[config.mk]
export PLATFORM = sky130hd
export DESIGN_NAME = dmem_arbiter
export DESIGN_NICKNAME = d
export VERILOG_FILES = /design/src/rtl/dmem_arbiter.sv
export SDC_FILE = /design/constraint.sdc
export NUM_CORES = 1
export LEC_CHECK = 0
export BUFFER_PORTS_ARGS = -buffer_cell sky130_fd_sc_hd__buf_4
export CAP_MARGIN = 10
export CELL_PAD_IN_SITES_DETAIL_PLACEMENT = 1
export CELL_PAD_IN_SITES_GLOBAL_PLACEMENT = 2
export CORE_UTILIZATION = 13
export CTS_CLUSTER_DIAMETER = 150
export DETAILED_ROUTE_END_ITERATION = 10
export PLACE_DENSITY = 0.92
export SLEW_MARGIN = 30
export SYNTH_ARGS = -nofsm -noshare
export SYNTH_HDL_FRONTEND = slang
export SYNTH_SLANG_ARGS = --single-unit
[constraint.sdc]
create_clock -name clk -period 5.2 [get_ports clk]
set_clock_uncertainty 0.2 [all_clocks]
set_input_delay 0.52 -clock clk [delete_from_list [all_inputs] [get_ports clk]]
set_output_delay 0.52 -clock clk [all_outputs]
set_load 0.02 [all_outputs]
[src/rtl/dmem_arbiter.sv]
// Arbitrates the RAM data port between the CPU MEM stage and the loader/debug port,
// and routes the one-cycle-latency read data back to whichever side issued the read.
module dmem_arbiter #(
    parameter int MAX_WAIT = 4,
    parameter int ADDR_W   = 30
) (
    input  logic              clk,
    input  logic              rst,
    input  logic              cpu_req,
    input  logic              cpu_we,
    input  logic [3:0]        cpu_be,
    input  logic [ADDR_W-1:0] cpu_addr,
    input  logic [31:0]       cpu_wdata,
    output logic              cpu_gnt,
    output logic              cpu_stall,
    output logic              cpu_rvalid,
    output logic [31:0]       cpu_rdata,
    input  logic              ldr_req,
    input  logic              ldr_we,
    input  logic [3:0]        ldr_be,
    input  logic [ADDR_W-1:0] ldr_addr,
    input  logic [31:0]       ldr_wdata,
    input  logic              ldr_lock,
    output logic              ldr_gnt,
    output logic              ldr_rvalid,
    output logic [31:0]       ldr_rdata,
    output logic [ADDR_W-1:0] d_addr,
    output logic              d_we,
    output logic [3:0]        d_be,
    output logic [31:0]       d_wdata,
    input  logic [31:0]       d_rdata
);

    typedef enum logic {ARB, LOCKED} state_t;

    localparam logic [3:0] WAIT_MAX = 4'(MAX_WAIT);

    state_t     state, state_nxt;
    logic [3:0] wait_cnt;
    logic       rd_pend;
    logic       rd_own;

    always_comb begin
        cpu_gnt   = 1'b0;
        ldr_gnt   = 1'b0;
        state_nxt = state;
        if (!rst) begin
            case (state)
                ARB: begin
                    ldr_gnt = ldr_req & (~cpu_req | (wait_cnt == WAIT_MAX));
                    cpu_gnt = cpu_req & ~ldr_gnt;
                    if (ldr_gnt & ldr_lock)
                        state_nxt = LOCKED;
                end
                LOCKED: begin
                    // The cycle the lock drops still belongs to the loader.
                    ldr_gnt = ldr_req;
                    if (!ldr_lock)
                        state_nxt = ARB;
                end
                default: state_nxt = ARB;
            endcase
        end
    end

    always_comb begin
        d_we    = 1'b0;
        d_addr  = cpu_addr;
        d_be    = cpu_be;
        d_wdata = cpu_wdata;
        if (ldr_gnt) begin
            d_we    = ldr_we;
            d_addr  = ldr_addr;
            d_be    = ldr_be;
            d_wdata = ldr_wdata;
        end else if (cpu_gnt) begin
            d_we = cpu_we;
        end
    end

    // Grant cycle -> read-return cycle boundary.
    always_ff @(posedge clk) begin
        if (rst) begin
            state    <= ARB;
            wait_cnt <= 4'd0;
            rd_pend  <= 1'b0;
        end else begin
            state <= state_nxt;
            if (ldr_req & ~ldr_gnt)
                wait_cnt <= (wait_cnt == WAIT_MAX) ? wait_cnt : wait_cnt + 4'd1;
            else
                wait_cnt <= 4'd0;
            rd_pend <= (cpu_gnt & ~cpu_we) | (ldr_gnt & ~ldr_we);
        end
    end

    always_ff @(posedge clk) begin
        rd_own <= ldr_gnt;
    end

    assign cpu_stall  = cpu_req & ~cpu_gnt;
    assign cpu_rvalid = ~rst & rd_pend & ~rd_own;
    assign ldr_rvalid = ~rst & rd_pend & rd_own;
    assign cpu_rdata  = d_rdata;
    assign ldr_rdata  = d_rdata;

endmodule

# After elaboration in Yosys (flattened, before gate mapping)
# Cells that the tools add are included.
# W data, S select, Z words.
# classes
addsub	1
n_eq_ne	1
mux	12
bitwise	22
n_reduce_logical	1
# op_table
op	n
$mux W32	1
$mux W30	1
$and A1 B1 Y1	10
$not A1 Y1	10
$mux W1	7
$add A4 B1 Y4 const B	1
$eq A4 B3 Y1 const B	1
$mux W4	1
$pmux W1 S2	2
$or A1 B1 Y1	2
$reduce_or A2 Y1	1
# totals
reg_bits	7
out_inout_bits	136

# Depth between registers and ports, before layout
# depth
ltp_word	9
depth_mapped	8
mapped_depth_nobuf	5

# Worst setup path after synthesis
# No wires, ideal clock.
# synth_timing
path_type	register to output
startpoint	reg wait_cnt[0]
endpoint	out d_addr[0]
t_arrival_ns	1.689
required_ns	4.480
path_slack_ns	2.791
stages_incl_launch_ff	9
cell_sequence	dfxtp_1 > inv_1 > ha_1 > and3b_1 > buf_6 > o21ai_4 > buf_6 > buf_12 > mux2_4
# synth_via
elab_chain_len	6
# synth_rtl
item	line_no	source
start, declared	39	logic [3:0] wait_cnt;
start signal, assigned	90	wait_cnt <= (wait_cnt == WAIT_MAX) ? wait_cnt : wait_cnt + 4'd1;
$eq A4 B3 Y1	50	ldr_gnt = ldr_req & (~cpu_req | (wait_cnt == WAIT_MAX));
$or A1 B1 Y1	50	
$and A1 B1 Y1	50	
$pmux W1 S2	48	case (state)
$mux W1	47	if (!rst) begin
$mux W30	71	if (ldr_gnt) begin
end, declared	27	output logic [ADDR_W-1:0] d_addr,
# No other way between the ends.

# Final worst setup path
# layout_timing
startpoint	reg wait_cnt[0]
endpoint	out d_wdata[30]
# layout_via
elab_chain_len	6
# layout_rtl
item	line_no	source
$eq A4 B3 Y1	50	
$or A1 B1 Y1	50	
$and A1 B1 Y1	50	
$pmux W1 S2	48	
$mux W1	47	
$mux W32	71	
end, declared	30	output logic [31:0] d_wdata,
# No other way between the ends.

==> results_dict.tcl <==
set metrics [dict create \
    status "finished, final reports clean" \
    powerDensity_nw_per_um2 148 \
    final_antenna_net_count 0 \
    first_iter_violations 15 \
    post_cts_resized 0 \
    unrepaired_setup_endpoints_after_global_routing "false" \
    synth_compound_gate_area_share_pct 2.96 \
    num_io_pins 307 \
    arrival_ns 2.34 \
    timing_worst_setup_path_type "reg -> out" \
    post_route_drc 0 \
    holdCritPathClass "reg -> reg" \
    drive_above_1_share_pct 88.5 \
    grt_antenna_before_repair 0 \
    drt_wl_total_mm 7.11 \
    grt_first_pass_wirelength_mm 9.63 \
    detail_route.first_pass.iterations 2 \
    area_growth_from_synthesis_to_layout_pct 71.3 \
    fraction_of_the_yosys_area_taken_by_sequential_cells_pct 7.72 \
    synth_enable_flop_cells 0 \
    syn_inst 179 \
    vdd.ir_drop.worst_uv 68.3 \
    dominant_combinational_cell_family_by_area_after_synthesis "multiplexers" \
    crit_path_frequent_cell "sky130_fd_sc_hd__buf_4" \
    post_synth_and_or_nand_nor_area_fraction_pct 6.27 \
    layout.cells.most_common_list "212 x sky130_fd_sc_hd__buf_4, 37 x sky130_fd_sc_hd__mux2_2, 29 x sky130_fd_sc_hd__mux2_4" \
    die_w_um 120 \
    leakagePower_nw 1.65 \
    worst_slew_pin_slew_ns 0.533 \
    cts_hold_buffers 0 \
    finalNetCount 496 \
    clock_sinks 7 \
    fmaxAchievable_ghz 0.327 \
    timing.critical_path.from_type "flip-flop" \
    final-hold-violation-count 0 \
    most_used_flip_flop_cell_after_synthesis "sky130_fd_sc_hd__dfxtp_1" \
    numCtsBuffers 3 \
    timing.rr.start "wait_cnt[0]" \
    power_mw 0.462 \
    timing.slew.headroom_pct 64.5 \
    cell_at_the_slowest_stage_of_the_critical_path "sky130_fd_sc_hd__buf_4" \
    final.setup.tns_ns 0 \
    critical_path.max_fanout 39 \
    crit_path_start "wait_cnt[0]" \
    clock_tree.root_cell "sky130_fd_sc_hd__clkbuf_16" \
    grt_remaining_overflow 0 \
    clkTransAtPathRegs_ns 0.04 \
    final_report_setup_violation_count 0 \
    std_cell_rows 42 \
    avgSynthCellArea_um2 10.1 \
    clk_path_buf_depth 2 \
    detail_route.vias_per_cell 3.62 \
    gp_routability_congestion 0.810 \
    grt_pass1_vias 1913 \
    min-delay-start "wait_cnt[0]" \
    cp.required_ns 4.48 \
    die_area_um2 14400 \
    initial_utilization_pct 13.5 \
    input_output_buffers 210 \
    hpwlAfterDp_mm 6.35 \
    worst_setup_path_end_kind "output port" \
    die-height_um 120 \
    syn-cell-area_um2 1820 \
    finalWorstPathRequiredPeriod_ns 3.06 \
    slew_limit_fails 0 \
    post_synth_xor_area_fraction_pct 0.482 \
    post_synth_mux_area_share_pct 47.5 \
    final_min_period_over_clock_period_pct 58.8 \
    most_common_cell_after_layout_fill_and_taps_aside "sky130_fd_sc_hd__buf_4" \
    yosys_register_bits 7 \
    grt_max_degree 40 \
    crit_path_max_incr_delay_ns 0.46 \
    numPlacedInstances 494 \
    stdcell_count 498 \
    fp.coreArea_um2 13500 \
    routed_wire_length_per_instance_um 14.3 \
    final_core_utilization_pct 23.1 \
    post_synth_fa_ha_maj_area_fraction_pct 1.38 \
    cts_setup_buffers 0 \
    htree_num_levels 1 \
    grt.total_usage_pct 8.76 \
    tritoncts "built" \
    num_antenna_cells 0 \
    path_cells "inv_1 -> ha_1 -> and3b_1 -> o21ai_4 -> buf_4 -> mux2_2 -> buf_4" \
    synth.lib_cells_used.distinct 26 \
    fraction_of_registers_with_async_set_reset_pct 0 \
    synth.net_count 352 \
    clk-insertion-delay-late_ns 0.23 \
    routed-via-count 1802 \
    synth_warnings 0 \
    drv.max_cap_violation_count 0 \
]
## metal layers
layer | vias to the layer above | global-route usage [%] | part of all wire (%) | wire length, um
met5 | - | 0 | 0 | 0
met4 | 0 | 2.58 | 1.9 | 135
met3 | 12 | 3.35 | 14 | 1020
met2 | 202 | 18.6 | 54 | 3870
met1 | 755 | 7.15 | 29 | 2090
li1 | 833 | - | - | -
## cell families after synthesis
kind of cell	after synthesis
fa+ha+maj	2
compound gates	6
mux	67
flops	7
simple gates	19
buf+inv	77
xor+xnor	1
## sequential cells by signal, indices dropped and copies added, names as in the netlist
name,flops
rd_own,1
wait_cnt,4
rd_pend,1
state,1
## worst max-delay path: cells and delay by family (launching register included)
family / cells / cell delay, ns
AO/OA/AOI/OAI: 1 / 0.15
adder cells (fa/ha/maj): 1 / 0.20
buffers and inverters: 3 / 0.68
flip-flops: 1 / 0.36
multiplexers: 1 / 0.41
AND/OR/NAND/NOR: 1 / 0.26
## Yosys cell counts, drive strengths merged (2+ instances only)
library cell / number / share of area (%)
and3b: 2 / 0.97
buf: 73 / 33
dfxtp: 7 / 7.7
ha: 2 / 1.4
inv: 4 / 0.83
mux2: 66 / 47
nand2b: 2 / 0.69
nor2: 7 / 1.4
o21ai: 2 / 1.2
o32ai: 2 / 0.97
## worst paths after layout
path / end / slack [ns] / depth (start not counted)
worst max-delay path: d_wdata[30] / 2.14 / 7
worst min-delay path: wait_cnt[0] / 0.27 / 1
worst max register to register: rd_own / 3.31 / 6
worst min register to register: wait_cnt[0] / 0.27 / 1
## area by class of cell
class	instances	area, um^2
fill	1584	10300
timing repair buffer	212	1590
tap	176	220
multi-input combinational	95	1060
clock buffer	4	78.8
sequential	7	140
inverter	4	15.0
## per-stage QoR
stage          hold WS (ns)  setup slack, ns  area, um^2
4_1_cts               0.282             2.09        3110
6_report              0.269             2.14        3110
3_5_place_dp          0.274             2.36        3030
3_3_place_gp          0.245             2.44        3030
2_1_floorplan         0.230             2.79        1820
5_1_grt               0.309             2.00        3110
## where the power goes
group	internal [mW]	switching, mW
clock network	0.102	0.0296
registers	0.0556	0.000864
logic	0.162	0.111
total	0.320	0.142
No activity file was read; power rests on OpenSTA's default activity.
